<file path="src/rtl/slice_lane_collector.sv">
// Collects 64 Keccak slices into a z-indexed buffer and streams the
// transposed state out as 25 lanes in lane order.
module slice_lane_collector #(
  parameter int unsigned SLICES = 64,
  parameter int unsigned LANES  = 25
) (
  input  logic                         clk,
  input  logic                         rst,
  input  logic                         flush,
  input  logic                         sliceValid,
  input  logic [LANES-1:0]             slice,
  output logic                         sliceReady,
  output logic                         laneValid,
  output logic [SLICES-1:0]            lane,
  output logic [$clog2(LANES)-1:0]     laneIdx,
  output logic                         laneLast,
  input  logic                         laneReady,
  output logic [$clog2(SLICES+1)-1:0]  fill,
  output logic                         busy
);

  localparam int unsigned IW = $clog2(LANES);
  localparam int unsigned FW = $clog2(SLICES + 1);
  localparam int unsigned AW = $clog2(SLICES);

  typedef enum logic [1:0] {
    IDLE,
    COLLECT,
    EMIT
  } stateT;

  stateT            state;
  logic [LANES-1:0] sliceBuf [SLICES];

  always_ff @(posedge clk or posedge rst) begin
    if (rst) begin
      state   <= IDLE;
      fill    <= '0;
      laneIdx <= '0;
      for (int unsigned z = 0; z < SLICES; z++) begin
        sliceBuf[z] <= '0;
      end
    end else if (flush) begin
      // Flush wins over any handshake in the same cycle; buffer contents survive.
      state   <= COLLECT;
      fill    <= '0;
      laneIdx <= '0;
    end else begin
      case (state)
        IDLE: state <= COLLECT;
        COLLECT: begin
          if (sliceValid) begin
            sliceBuf[fill[AW-1:0]] <= slice;
            fill <= fill + FW'(1);
            if (fill == FW'(SLICES - 1)) begin
              state   <= EMIT;
              laneIdx <= '0;
            end
          end
        end
        EMIT: begin
          if (laneReady) begin
            if (laneIdx == IW'(LANES - 1)) begin
              state   <= COLLECT;
              fill    <= '0;
              laneIdx <= '0;
            end else begin
              laneIdx <= laneIdx + IW'(1);
            end
          end
        end
        default: state <= IDLE;
      endcase
    end
  end

  assign sliceReady = (state == COLLECT);
  assign laneValid  = (state == EMIT);
  assign busy       = (state == EMIT);
  assign laneLast   = (state == EMIT) && (laneIdx == IW'(LANES - 1));

  // Transpose: lane bit z is the selected lane's bit within slice z.
  always_comb begin
    lane = '0;
    for (int unsigned z = 0; z < SLICES; z++) begin
      lane[z] = sliceBuf[z][laneIdx];
    end
  end

endmodule

</file>
<file path="config.mk">
export PLATFORM = sky130hd
export DESIGN_NAME = slice_lane_collector
export DESIGN_NICKNAME = d
export VERILOG_FILES = /design/src/rtl/slice_lane_collector.sv
export SDC_FILE = /design/constraint.sdc
export NUM_CORES = 2
export LEC_CHECK = 0
export BUFFER_PORTS_ARGS = -buffer_cell sky130_fd_sc_hd__buf_2
export CAP_MARGIN = 20
export CORE_MARGIN = 1.5
export CORE_UTILIZATION = 30
export DETAILED_ROUTE_END_ITERATION = 7
export PLACE_DENSITY_LB_ADDON = 0.12
export SYNTH_ARGS = -nofsm -noshare
export SYNTH_HDL_FRONTEND = slang
export SYNTH_SLANG_ARGS = --single-unit
</file>
<file path="constraint.sdc">
create_clock -name clk -period 60.9 [get_ports clk]
set_clock_uncertainty 0.1 [all_clocks]
set_input_delay 3.045 -clock clk [delete_from_list [all_inputs] [get_ports clk]]
set_output_delay 3.045 -clock clk [all_outputs]
set_load 0.03 [all_outputs]
</file>
Word-level counts from Yosys, hierarchy flattened
Index checks and enable logic that the tools add are counted.
- bits of input ports: 30
- output and inout bits: 80
- register bits after elaboration: 1614
- magnitude comparators: 3
- muxes and demuxes: 148
- reductions and logical operators: 8
- bitwise logic cells: 2
- equal/unequal tests: 8
- $add $sub $neg: 2
- operator list (kind ; count):
    bitwise mux 1600 bit ; 1
    binary-select mux 1 bit (select 5 bit) ; 64
    demux 25 bit (select 6 bit) ; 1
    2-to-1 mux 1 bit ; 64
    2-to-1 mux 7 bit ; 4
    2-to-1 mux 25 bit ; 1
    2-to-1 mux 5 bit ; 5
    case mux 7 bit (2 select lines) ; 1
    AND reduction 4 bit ; 3
    2-to-1 mux 2 bit ; 5
    case mux 5 bit (2 select lines) ; 1
    adder 7 x 1 -> 7 bit (second input constant) ; 1
    == test 7 x 6 -> 1 bit (second input constant) ; 1
    >= comparator 7 bit (second input constant) ; 1
    less-than comparator 7 x 1 -> 1 bit (second input constant) ; 1
    inverter 6 -> 7 bit ; 1
    less-than comparator 5 x 6 -> 1 bit (second input constant) ; 1
    != test 3 x 2 -> 1 bit (second input constant) ; 2
    != test 3 bit (second input constant) ; 2
    case mux 2 bit (3 select lines) ; 1
    adder 5 x 1 -> 5 bit (second input constant) ; 1
    == test 5 bit (second input constant) ; 1
    AND reduction 3 bit ; 1
    nonzero test 3 bit ; 1
    5 further kinds ; 6

Depth between registers and ports, before layout
- word-level depth: 6
- gate-level depth with buffers: 9
- mapped depth without buffers: 6

Worst setup path after synthesis
No wires, ideal clock.
- kind: register to output
- start point: register laneIdx[0]
- end point: output port lane[0]
- cell stages (with the launch flop): 7
- path buffers: 3
- slack: 55.230 ns
- data arrival time: 2.525 ns
- path through: dfrtp_1 -> buf_2 -> buf_2 -> nor4b_2 -> clkbuf_1 -> a21boi_0 -> a211oi_1
- cells in the longest elaborated chain, start to end: 2
- RTL lines (element ; RTL line ; source):
    from (decl) ; 15 ; output logic [$clog2(LANES)-1:0] laneIdx,
    from (signal assigned) ; 68 ; laneIdx <= laneIdx + IW'(1);
    binary-select mux 1 bit (select 5 bit) ; 86 ; lane[z] = sliceBuf[z][laneIdx];
    2-to-1 mux 1 bit (not written as such) ; 86 ;
    to (decl) ; 14 ; output logic [SLICES-1:0] lane,
Every way passes these cells. The select of a mux whose other input is x is not followed.

Final worst setup path
- start point: register laneIdx[0]
- end point: output port lane[35]
Same word-level chain as after synthesis.

==> impl_results.md <==
- Run status: finished, final reports clean
- Total track usage: 19.4%
- Synth top area cells: dfrtp_1, mux2_2, mux4_2, clkbuf_1, o22ai_1
- Initial antenna violation count: 30
- Remaining global-route overflow: 0
- Total Nets Final: 4561
- RSZ-0062 raised after global routing: false
- Worst hold-check path type: reg2reg
- Seq cells post-synth: 1614
- Final Hold Slack: 0.390 ns
- Crit end category: output port
- Startpoint types: flip-flop
- CTS sink cnt: 1614
- # DRC: 0
- Final period util: 15.8%
- Final slew viol count: 0
- Post-CTS resize count: 0
- Core Footprint: 241000 sq um
- Syn Std Cell Area: 73000 sq um
- Worst VDD drop: 0.0318 mV
- FP Rows: 180
- Slew @ Worst Pin: 1.22 ns
- WL per Instance: 30.1 microns
- Final hold violations: 0
- Data required, critical path: 57.76 ns
- Post-synth ARST share: 100%
- Post-synth EDFFs: 0
- Most common cell after layout, fill and taps aside: dfrtp_1
- Leakage Power: 38.4 nW
- CTS buffer count: 190
- DRT iter0 DRCs: 2803
- Slew headroom: 18.0%
- Tmin final: 9.64 ns
- Vias in the first global route: 44100
- CTS tree: built
- Top FF cell, synth: dfrtp_1
- Via/cell ratio: 5.22
- Syn-to-layout area delta: 13.1%
- Initial Util: 30.3%
- Crit path max fanout: 46
- Post-synth cell types: 58
- Power Total: 2.38 mW
- Drt pass-1 iters: 5
- IO Port Bufs: 109
- Clk_lat worst skew: 0.82 ns
- Critical path class: reg2out
- Final setup viols: 0
- Post-DP Area: 76300 sq um
- First-pass GRT wire length: 344 mm
- Syn nets: 4600
- Synth Instances: 4567
- Max-cap violation count: 0
- Yosys warns: 0
- Pwr/cell area: 28.9 nW/um^2
- Clock-pin slew on the worst setup and hold paths: 0.06 ns
- CTS root buffer: clkbuf_16
- Fmax: 104 MHz
- GPL Wtd Cong: 0.713
- Detailed placement HPWL: 121 mm
- Most frequent cells in the layout: dfrtp_1, mux2_2, mux4_2
- Die Wd: 496 microns
- Register area share after synthesis: 55.3%
- CTS Hold Bufs: 0
- Synth area leader: dfrtp_1
- Final Core Density: 34.2%
- Die Y: 496 microns
- Mean post-synth cell area: 16.0 sq um
- CTS max path bufs: 3
- IO Count: 110
- Share of cells above drive strength 1: 55.2%
- Final WL: 237 mm
- Die area: 246000 sq um
- Post-CTS Repair Setup Buffers: 0
- Number of routed nets with antenna violations: 0
- Largest net degree at the start of global routing: 162
- FILL cells: 23200
- Htree depth: 4
- Fin Setup TNS: 0 ns
- Top-area cell type share of the netlist area: 55.3%
- Via count: 41100
- Post-route cell area: 82600 sq um
- Critical Path AT: 6.49 ns
## through the flow
step,cells,worst slack (ns)
2_1_floorplan,4567,12.21
3_3_place_gp,7516,51.83
3_5_place_dp,7517,51.77
4_1_cts,7853,50.84
5_1_grt,7858,50.56
6_report,7865,51.26
## report_power, final
group / switching [mW] / internal [mW] / total, mW
Sequential: 0.0178 / 1.11 / 1.13
Combinational: 0.0907 / 0.0475 / 0.138
Clock: 0.465 / 0.654 / 1.12
Total: 0.574 / 1.81 / 2.38
## path summary, 6_finish.rpt
kind,startpoint,depth (start not counted),slack [ns],endpoint
min in group asynchronous,rst,2,2.23,sliceBuf[366]$_DFFE_PP0P_
min,sliceBuf[84]$_DFFE_PP0P_,1,0.39,sliceBuf[84]$_DFFE_PP0P_
max in group asynchronous,rst,6,54.65,sliceBuf[1362]$_DFFE_PP0P_
max reg2reg,laneIdx[0]$_DFFE_PP0P_,7,57.43,fill[6]$_DFFE_PP0P_
min reg2reg,sliceBuf[84]$_DFFE_PP0P_,1,0.39,sliceBuf[84]$_DFFE_PP0P_
max,laneIdx[0]$_DFFE_PP0P_,8,51.26,lane[35]
## per-layer routing
metal	GRT usage [%]	share of wire (%)	vias up
met5	0	0	-
met4	4.84	2.0	0
met3	2.43	3.3	271
met2	32.9	50	761
met1	26.4	45	23000
li1	-	-	17000
## worst max-delay path: stages (launching register included)
cell,delay [ns]
dfrtp_4,0.90
buf_4,0.74
buf_4,0.80
buf_4,0.80
buf_4,0.91
mux4_2,0.38
a22oi_1,0.09
a211oi_1,0.65
buf_2,0.32
## synthesized netlist by cell type, types with 38 or more instances
cell / count
a211oi_1: 63
buf_4: 76
o22ai_1: 126
mux4_2: 382
dfrtp_1: 1614
a21boi_0: 63
a22oi_1: 63
buf_2: 89
nor2_2: 38
buf_1: 43
clkbuf_1: 224
mux2_2: 1587
## area by class of cell
cell class	instances	area, sq um	area share, %
inverter	4	22.5	0.0273
sequential	1614	40400	48.9
multi-input combinational	2481	30200	36.6
tap	3185	3990	4.83
timing repair buffer	237	1800	2.18
antenna	8	20.0	0.0242
clock buffer	297	5720	6.93
clock inverter	39	385	0.467
## sequential cells by signal, summed over array words and instances, names as in the netlist
name / count
state: 2
sliceBuf: 1600
laneIdx: 5
fill: 7
## kinds of logic after synthesis
group	share of synthesized area, %
muxes	36.5
AOI/OAI and AO/OA	3.25
buffers and inverters	3.34
adders and majority gates	0.0514
xor gates and xnor gates	0.0360
and+or+nand+nor	1.46
DFF	55.3
(Power assumes the default switching activity.)
